==> src/rtl/reg_file_mp_pkg.sv <==
// reg_file_pkg: shared definitions for the multi-port register file.
//   MODE_*  : encodings of the 2-bit read/write conflict mode input
//             (2'b11 is reserved and behaves like MODE_READ_OLD)
//   st_e    : clear-sweep controller state
package reg_file_pkg;

  localparam logic [1:0] MODE_READ_OLD    = 2'b00;
  localparam logic [1:0] MODE_WRITE_FIRST = 2'b01;
  localparam logic [1:0] MODE_WRITE_PRIO  = 2'b10;

  typedef enum logic {
    ST_IDLE  = 1'b0,
    ST_CLEAR = 1'b1
  } st_e;

endpackage

==> src/rtl/reg_file_mp_if.sv <==
// reg_file_mp_if: datapath-side bus of the register file.
//   mode      conflict mode (reg_file_pkg::MODE_*)
//   rd_en     per-port read request
//   rd_addr   per-port read address, port k at [k*ADDR_W +: ADDR_W]
//   rd_data   per-port registered read data, port k at [k*DATA_W +: DATA_W]
//   rd_valid  per-port, high the cycle after an accepted read
//   we/wa/wd  write port
//   wr_ready  write back-pressure
//   clr       clear-sweep start pulse
//   busy      clear sweep running
//
// Handshake: a write transfers on a rising edge where we && wr_ready;
// we may be held with wa/wd stable until accepted, and nothing transfers
// while wr_ready is low. Reads have no back-pressure: rd_en sampled at an
// edge produces rd_valid for exactly the following cycle, unless the read
// was blocked (WRITE_PRIO with an accepted write), in which case rd_valid
// stays low and rd_data keeps its previous value.
interface reg_file_mp_if #(
  parameter int DATA_W = 32,
  parameter int ADDR_W = 5,
  parameter int NRD    = 2
) ();

  logic [1:0]            mode;
  logic [NRD-1:0]        rd_en;
  logic [NRD*ADDR_W-1:0] rd_addr;
  logic [NRD*DATA_W-1:0] rd_data;
  logic [NRD-1:0]        rd_valid;
  logic                  we;
  logic [ADDR_W-1:0]     wa;
  logic [DATA_W-1:0]     wd;
  logic                  wr_ready;
  logic                  clr;
  logic                  busy;

  // master: decode/writeback side driving requests
  modport master (
    output mode, rd_en, rd_addr, we, wa, wd, clr,
    input  rd_data, rd_valid, wr_ready, busy
  );

  // slave: the register file itself
  modport slave (
    input  mode, rd_en, rd_addr, we, wa, wd, clr,
    output rd_data, rd_valid, wr_ready, busy
  );

endinterface

==> src/rtl/reg_file_mp_rf_read_port.sv <==
// rf_read_port: one registered read port of reg_file_mp.
//   CLK, reset    clock, synchronous active-high reset
//   mode_i        conflict mode
//   rd_en_i       read request
//   rd_addr_i     read address
//   mem_data_i    current (pre-write) content of entry rd_addr_i
//   wr_acc_i      a write is being accepted this cycle
//   wa_i, wd_i    address/data of that write
//   clearing_i    clear sweep in progress: accepted reads return 0
//   rd_data_o     registered read data (holds when no read accepted)
//   rd_valid_o    high one cycle after an accepted read
module rf_read_port
  import reg_file_pkg::*;
#(
  parameter int DATA_W  = 32,
  parameter int ADDR_W  = 5,
  parameter int ZERO_R0 = 1
) (
  input  logic              CLK,
  input  logic              reset,
  input  logic [1:0]        mode_i,
  input  logic              rd_en_i,
  input  logic [ADDR_W-1:0] rd_addr_i,
  input  logic [DATA_W-1:0] mem_data_i,
  input  logic              wr_acc_i,
  input  logic [ADDR_W-1:0] wa_i,
  input  logic [DATA_W-1:0] wd_i,
  input  logic              clearing_i,
  output logic [DATA_W-1:0] rd_data_o,
  output logic              rd_valid_o
);

  logic [DATA_W-1:0] rd_data_q, rd_data_d;
  logic              rd_valid_q, rd_valid_d;
  logic              accept;
  logic              hit;
  logic              zero_hit;

  always_comb begin
    hit        = wr_acc_i && (wa_i == rd_addr_i);
    zero_hit   = (ZERO_R0 != 0) && (rd_addr_i == '0);
    // WRITE_PRIO: any accepted write stalls every read port for that cycle
    accept     = rd_en_i && !((mode_i == MODE_WRITE_PRIO) && wr_acc_i);
    rd_data_d  = rd_data_q;
    rd_valid_d = accept;
    if (accept) begin
      // the zero-entry mask wins over the bypass
      if (clearing_i || zero_hit) begin
        rd_data_d = '0;
      end else if ((mode_i == MODE_WRITE_FIRST) && hit) begin
        rd_data_d = wd_i;
      end else begin
        rd_data_d = mem_data_i;
      end
    end
  end

  always_ff @(posedge CLK) begin
    if (reset) begin
      rd_data_q  <= '0;
      rd_valid_q <= 1'b0;
    end else begin
      rd_data_q  <= rd_data_d;
      rd_valid_q <= rd_valid_d;
    end
  end

  assign rd_data_o  = rd_data_q;
  assign rd_valid_o = rd_valid_q;

endmodule

==> src/rtl/reg_file_mp.sv <==
// reg_file_mp: parametrised register file with NRD registered read ports,
// one write port, selectable read/write conflict behaviour and a
// DEPTH-cycle clear sweep that back-pressures writes.
//   CLK          clock, all state updates on the rising edge
//   reset        synchronous, active-high; clears every entry
//   bus          reg_file_mp_if slave modport (read/write/clear bus)
//   dbg_state_o  clear-sweep controller state
module reg_file_mp
  import reg_file_pkg::*;
#(
  parameter int DATA_W  = 32,
  parameter int ADDR_W  = 5,
  parameter int NRD     = 2,
  parameter int ZERO_R0 = 1
) (
  input  logic         CLK,
  input  logic         reset,
  reg_file_mp_if.slave bus,
  output st_e          dbg_state_o
);

  localparam int DEPTH = 1 << ADDR_W;

  st_e               state_q, state_d;
  logic [ADDR_W-1:0] ptr_q, ptr_d;
  logic [DATA_W-1:0] mem_q [DEPTH];

  logic              clearing;
  logic              wr_acc;
  logic              mem_we;
  logic [ADDR_W-1:0] mem_wa;
  logic [DATA_W-1:0] mem_wd;

  logic [DATA_W-1:0] rd_data_w [NRD];
  logic [NRD-1:0]    rd_valid_w;

  // Clear-sweep controller: one entry per cycle, leaves after the last one.
  always_comb begin
    state_d = state_q;
    ptr_d   = ptr_q;
    case (state_q)
      ST_IDLE: begin
        if (bus.clr) begin
          state_d = ST_CLEAR;
          ptr_d   = '0;
        end
      end
      ST_CLEAR: begin
        ptr_d = ptr_q + 1'b1;
        if (ptr_q == {ADDR_W{1'b1}}) begin
          state_d = ST_IDLE;
        end
      end
      default: state_d = ST_IDLE;
    endcase
  end

  always_ff @(posedge CLK) begin
    if (reset) begin
      state_q <= ST_IDLE;
      ptr_q   <= '0;
    end else begin
      state_q <= state_d;
      ptr_q   <= ptr_d;
    end
  end

  assign clearing = (state_q == ST_CLEAR);
  assign wr_acc   = bus.we && !clearing;

  // Single storage write port shared by the sweep and normal writes.
  always_comb begin
    mem_we = 1'b0;
    mem_wa = bus.wa;
    mem_wd = bus.wd;
    if (clearing) begin
      mem_we = 1'b1;
      mem_wa = ptr_q;
      mem_wd = '0;
    end else if (wr_acc && !((ZERO_R0 != 0) && (bus.wa == '0))) begin
      mem_we = 1'b1;
    end
  end

  always_ff @(posedge CLK) begin
    if (reset) begin
      for (int i = 0; i < DEPTH; i++) begin
        mem_q[i] <= '0;
      end
    end else if (mem_we) begin
      mem_q[mem_wa] <= mem_wd;
    end
  end

  for (genvar k = 0; k < NRD; k++) begin : g_rd
    rf_read_port #(
      .DATA_W (DATA_W),
      .ADDR_W (ADDR_W),
      .ZERO_R0(ZERO_R0)
    ) u_port (
      .CLK       (CLK),
      .reset     (reset),
      .mode_i    (bus.mode),
      .rd_en_i   (bus.rd_en[k]),
      .rd_addr_i (bus.rd_addr[k*ADDR_W +: ADDR_W]),
      .mem_data_i(mem_q[bus.rd_addr[k*ADDR_W +: ADDR_W]]),
      .wr_acc_i  (wr_acc),
      .wa_i      (bus.wa),
      .wd_i      (bus.wd),
      .clearing_i(clearing),
      .rd_data_o (rd_data_w[k]),
      .rd_valid_o(rd_valid_w[k])
    );
  end

  always_comb begin
    bus.rd_data = '0;
    for (int k = 0; k < NRD; k++) begin
      bus.rd_data[k*DATA_W +: DATA_W] = rd_data_w[k];
    end
  end

  assign bus.rd_valid = rd_valid_w;
  assign bus.wr_ready = !clearing;
  assign bus.busy     = clearing;
  assign dbg_state_o  = state_q;

endmodule

==> src/flat_wrapper.sv <==
// flat-port wrapper written by rule: the top's interface ports become plain ports
module reg_file_mp_flat import reg_file_pkg::*;
#(
  parameter int DATA_W  = 32,
  parameter int ADDR_W  = 5,
  parameter int NRD     = 2,
  parameter int ZERO_R0 = 1
)
  (CLK, reset, dbg_state_o, bus_mode, bus_rd_en, bus_rd_addr, bus_we, bus_wa, bus_wd, bus_clr, bus_rd_data, bus_rd_valid, bus_wr_ready, bus_busy);
  reg_file_mp_if #(.DATA_W(DATA_W), .ADDR_W(ADDR_W), .NRD(NRD)) bus_i ();
  input  logic CLK;
  input  logic reset;
  output st_e dbg_state_o;
  input wire logic [$bits(bus_i.mode)-1:0] bus_mode;
  input wire logic [$bits(bus_i.rd_en)-1:0] bus_rd_en;
  input wire logic [$bits(bus_i.rd_addr)-1:0] bus_rd_addr;
  input wire logic [$bits(bus_i.we)-1:0] bus_we;
  input wire logic [$bits(bus_i.wa)-1:0] bus_wa;
  input wire logic [$bits(bus_i.wd)-1:0] bus_wd;
  input wire logic [$bits(bus_i.clr)-1:0] bus_clr;
  output wire logic [$bits(bus_i.rd_data)-1:0] bus_rd_data;
  output wire logic [$bits(bus_i.rd_valid)-1:0] bus_rd_valid;
  output wire logic [$bits(bus_i.wr_ready)-1:0] bus_wr_ready;
  output wire logic [$bits(bus_i.busy)-1:0] bus_busy;
  assign bus_i.mode = bus_mode;
  assign bus_i.rd_en = bus_rd_en;
  assign bus_i.rd_addr = bus_rd_addr;
  assign bus_i.we = bus_we;
  assign bus_i.wa = bus_wa;
  assign bus_i.wd = bus_wd;
  assign bus_i.clr = bus_clr;
  assign bus_rd_data = bus_i.rd_data;
  assign bus_rd_valid = bus_i.rd_valid;
  assign bus_wr_ready = bus_i.wr_ready;
  assign bus_busy = bus_i.busy;
  reg_file_mp #(.DATA_W(DATA_W), .ADDR_W(ADDR_W), .NRD(NRD), .ZERO_R0(ZERO_R0)) u_core (.CLK(CLK), .reset(reset), .bus(bus_i), .dbg_state_o(dbg_state_o));
endmodule
==> config.mk <==
export PLATFORM = sky130hd
export DESIGN_NAME = reg_file_mp_flat
export DESIGN_NICKNAME = d
export VERILOG_FILES = /design/src/rtl/reg_file_mp_pkg.sv /design/src/rtl/reg_file_mp_if.sv /design/src/rtl/reg_file_mp_rf_read_port.sv /design/src/rtl/reg_file_mp.sv /design/src/flat_wrapper.sv
export SDC_FILE = /design/constraint.sdc
export NUM_CORES = 2
export LEC_CHECK = 0
export CELL_PAD_IN_SITES_DETAIL_PLACEMENT = 0
export CELL_PAD_IN_SITES_GLOBAL_PLACEMENT = 1
export CORE_MARGIN = 10
export CORE_UTILIZATION = 41
export CTS_CLUSTER_SIZE = 24
export DETAILED_ROUTE_END_ITERATION = 8
export PLACE_DENSITY = 0.71
export SETUP_SLACK_MARGIN = 0.1
export SYNTH_ARGS = -nofsm -noshare
export SYNTH_HDL_FRONTEND = slang
export SYNTH_SLANG_ARGS = --single-unit
==> constraint.sdc <==
create_clock -name CLK -period 6 [get_ports CLK]
set_input_delay 0.6 -clock CLK [delete_from_list [all_inputs] [get_ports CLK]]
set_output_delay 0.6 -clock CLK [all_outputs]
set_load 0.02 [all_outputs]
# Yosys cells after proc, flatten, opt, wreduce, memory -nomap -nowiden
# Memory sizes are Yosys's and may differ from the RTL's.
# Cells that the tools add are included.
# totals
mem_count	1
out_inout_bits	69
word_cells	54
regBits	72
ram_bits	1024
# classes
reduce_logical	18
n_mux	21
eq_ne	6
bitwise_logic	1
add_sub_neg	1
# memory_table
memory	words	word_bits	read_ports	rd_clocked_by_memory_dff	wr	line	text
u_core.mem_q	32	32	2	0	32	reg_file_mp.sv:26	logic [DATA_W-1:0] mem_q [DEPTH];
# op_table
cell	count
$mux 32	6
$reduce_or 32->1	1
$logic_not 5->1	3
$mux 5	3
$eq 5x5->1	2
$mux 1	10
$pmux 5 s2	1
$logic_and 1x1->1	9
$add 5x1->5 const B	1
$eq 5x5->1 const B	1
$logic_not 1->1	3
$eq 2x1->1 const B	1
$eq 2x2->1 const B	1
$logic_or 1x1->1	2
$ne 2x2->1 const B	1
$pmux 1 s2	1
$not 1->1	1

# Depth between registers and ports, before layout
# depth
word_depth	10
ltp_mapped	9

# Modules after synthesis
# From an unflattened synthesis, not the netlist that was laid out.
# unflattened
hier_cells	5098
hier_area_um2	58243.4
# modules_own_cells
module	n_inst	cells_each	area_per_inst_um2
reg_file_mp	1	4788	55335.6
rf_read_port	2	155	1453.9

# Least setup slack after synthesis
# OpenSTA, ideal clock, no wires.
# synth_timing
path_type	input-to-reg
start	in bus_wa[2]
end	mem u_core.mem_q[24][0] (enable)
path_buffers	1
required_ps	5518
slack_ps	3245
setup_ps	482
cell_stages	6
arrival_ps	2273
path_cell_list	buf_2 -> or4_1 -> a32oi_1 -> nor2_1 -> nand2_1 -> nand2b_1
# synth_lines
item	line	text
start: declaration	flat_wrapper.sv:18	input wire logic [$bits(bus_i.wa)-1:0] bus_wa;
end: declaration	reg_file_mp.sv:26	

==> run_results.csv <==
group,metric,value,unit
outcome,status,"finished, final reports clean",
clock_network,cts_buffers,113,
timing,maxSlewViolCount,0,
place,port_buffers,123,
synth,synth_top_cell_area_share,55.2,%
clock_network,clkSinkCount,1096,
pwr,sw_frac_of_total,25.9,%
pwr,p_seq_share,48.0,%
route,vias_per_cell,6.44,
clock_network,cts-resized-gates,0,
pwr,internal-power,0.0136,W
pwr,power_density,294,nW/µm²
worst_setup_path,path_cells,"buf_4, mux2_2, nor2_1, nand2_2, nand2b_2",
pwr,combinationalPowerShare,12.0,%
finish,nets,4197,
worst_setup_path,critPathMaxStageDelay,1.15,ns
flow_run,maxCapViolations,0,
pwr,power.leakage,21.0,nW
clock_network,cts-hold-fix-buffers,0,
worst_setup_path,endpoint_kind,"flip-flop",
floorplanning,die_area,151000,µm²
timing,clock_skew,0.0268,ns
floorplanning,rows,135,
route,top_layer,"met5",
synth,yosysMostFrequentCell,"nor2_1",
place,placed_area,58600,µm²
timing,grt_setup_unrepaired,"false",
synth,synth.distinct_cells,62,
clock_network,cts_setup_buffers,0,
finish,final_area,62500,µm²
timing,worst_pin_slew,1.43,ns
timing,hold_viol,0,
global_route,grt_max_degree,85,
clock_network,clkTransAtPathRegs,0.06,ns
timing,fin_tns_setup,0,ns
timing,period_share,68.1,%
route,wl_met3,22800,µm
synth,synth_area_leaders,"edfxtp_1, mux4_2, nor2_1",
floorplanning,top_level_ports,124,
clock_network,clock_latency,0.76,ns
clock_network,h-tree-depth,3,
worst_setup_path,cp_data_required_time,6.36,ns
pwr,power,0.0184,W
worst_setup_path,cp_slowest_cell,"nand2b_2",
synth,synth_edf_count,1024,
global_route,grt_pass1_vias,37735,
route,wl_per_cell,32.7,µm
synth,postSynth.asyncResetShare,0,%
timing,slew_headroom,4.62,%
global_route,grt_first_pass_wirelength,280000,µm
route,met1_length,77600,µm
worst_setup_path,crit_arrival,4.44,ns
route,drt_iter0_drc,5138,
global_route,track_usage,25.3,%
synth,synth_area_per_cell,13.4,µm²
synth,synth_seq_cells,1096,
clock_network,cts_tree,"built",
worst_setup_path,cp_max_fo,33,
finish,utilization,46.2,%
place,place_hpwl,124000,µm
synth,yosysWarningCount,0,
worst_setup_path,crit_path_start_kind,"flip-flop",
synth,yosys-top-cells-count,"nor2_1, edfxtp_1, mux4_2",
floorplanning,start_util,41.2,%
timing,clock.fmax,245,MHz
route,wl_met2,89600,µm
timing,period_needed,4.08,ns
route,antenna_left,0,
synth,synth_ff_type,"edfxtp_1",
global_route,grt_overflow,0,
pwr,clkPwrFrac,40.0,%
pwr,ir_drop,0.229,mV
finish,area_growth,12.0,%
finish,final_layout_size_suffix_gt1_share,24.6,%
min_path,hold_path.class,"in -> reg",
floorplanning,core,135000,µm²
pwr,netSwitchingPower,0.00475,W
synth,synth.largest_area_cell,"edfxtp_1",
route,drcViolationCount,0,
finish,nFillCells,11888,
route,vias,38787,
worst_setup_path,timing_worst_setup_path_type,"reg -> reg",
route,wirelength,197000,µm
synth,synth_area,55700,µm²
place,gp_congestion,0.869,
route,firstDrtPassIters,6,
floorplanning,die_h,389,µm
synth,synthCells,4148,
global_route,antenna_found_initial,4,
clock_network,cts_buffer_depth,3,
synth,yosysSeqAreaShare,57.7,%
floorplanning,die_w,389,µm
timing,setup_viol,0,
clock_network,cts_root_buf,"clkbuf_16",
==> cells in the final DEF (no fill, tap or decap), types with 18 or more instances in the layout <==
master	n
nor2_1	1138
edfxtp_1	1024
mux4_2	383
o22ai_1	220
mux2_2	189
buf_4	159
clkdlybuf4s50_1	116
nand2_1	115
clkbuf_16	113
nor4_1	96
mux2i_1	74
dfxtp_1	72
o21ai_0	61
a211oi_1	60
a2111oi_2	51
nor3_1	35
conb_1	32
nand2b_2	31
a221o_1	31
clkinv_1	26
clkbuf_1	21
clkinv_2	19
nand2_2	18
==> state kept, by name, summed over array words and instances (netlist names) <==
name                           flops
u_core.bus.busy                    1
u_core.g_rd.u_port.rd_data_o      64
u_core.g_rd.u_port.rd_valid_o      2
u_core.mem_q                    1024
u_core.ptr_q                       5
==> critical path: cells and delay by family (launching register included) <==
kind / cells / cell delay, ns
flip-flops: 1 / 0.70
multiplexers: 1 / 0.40
buffers and inverters: 1 / 0.36
AND/OR/NAND/NOR: 3 / 2.17
==> power by group through the flow <==
| stage | Clock (W) | Combinational, W | Sequential (W) |
|---|---|---|---|
| finish | 0.00735 | 0.00221 | 0.00883 |
| global route | 0.00770 | 0.00228 | 0.00886 |
| CTS | 0.00738 | 0.00217 | 0.00882 |
| detailed placement | 0 | 0.00216 | 0.00899 |
| global placement | 0 | 0.00216 | 0.00896 |
| floorplan | 0 | 0.00135 | 0.00894 |
==> layout make-up <==
| cell class | count | area, µm² | area share [%] |
|---|---|---|---|
| Tap cell | 1781 | 2230 | 3.57 |
| Timing Repair Buffer | 294 | 2690 | 4.30 |
| Clock inverter | 72 | 763 | 1.22 |
| Sequential cell | 1096 | 32200 | 51.5 |
| Antenna cell | 1 | 2.50 | 0.00401 |
| Clock buffer | 144 | 3040 | 4.87 |
| Multi-Input combinational cell | 2629 | 21500 | 34.5 |
| Inverter | 6 | 22.5 | 0.0361 |
==> metrics by stage <==
step | hold WS (ns) | worst slack [ns] | instances
2_1_floorplan | 0.505 | 3.25 | 4179
3_3_place_gp | 0.480 | 1.86 | 5806
3_5_place_dp | 0.489 | 1.86 | 5806
4_1_cts | 0.387 | 1.98 | 6022
5_1_grt | 0.457 | 1.88 | 6023
6_report | 0.437 | 1.92 | 6023
==> kinds of logic (layout without fill, tap and decap cells) <==
family	count (synthesis)	in the layout	share of synthesized area (%)
and+or+nand+nor	1475	1475	10.8
other	1	33	0.00673
AOI/OAI and AO/OA	464	464	6.38
buffers and inverters	454	516	4.21
DFF	1096	1096	57.7
adders and majority gates	2	2	0.0449
xor gates and xnor gates	10	10	0.157
muxes	646	646	20.6
==> metal layers <==
metal / up-vias / track usage [%]
li1: 15802 / -
met1: 20243 / 34.5
met2: 2355 / 38.8
met3: 385 / 6.74
met4: 2 / 9.04
met5: - / 0
==> path summary, 6_finish.rpt <==
kind	endpoint	cells past startpoint	slack, ns	startpoint
setup / recovery	u_core.mem_q[2][14]$_SDFFCE_PN0P_	5	1.92	u_core.bus.busy$_SDFF_PP0_
hold / removal	u_core.ptr_q[4]$_SDFFE_PP0P_	2	0.44	reset
setup reg to reg	u_core.mem_q[2][14]$_SDFFCE_PN0P_	5	1.92	u_core.bus.busy$_SDFF_PP0_
hold reg to reg	u_core.g_rd[0].u_port.rd_data_o[27]$_SDFFE_PP0P_	2	0.50	u_core.g_rd[0].u_port.rd_data_o[27]$_SDFFE_PP0P_
No activity file was read; power rests on OpenSTA's default activity.
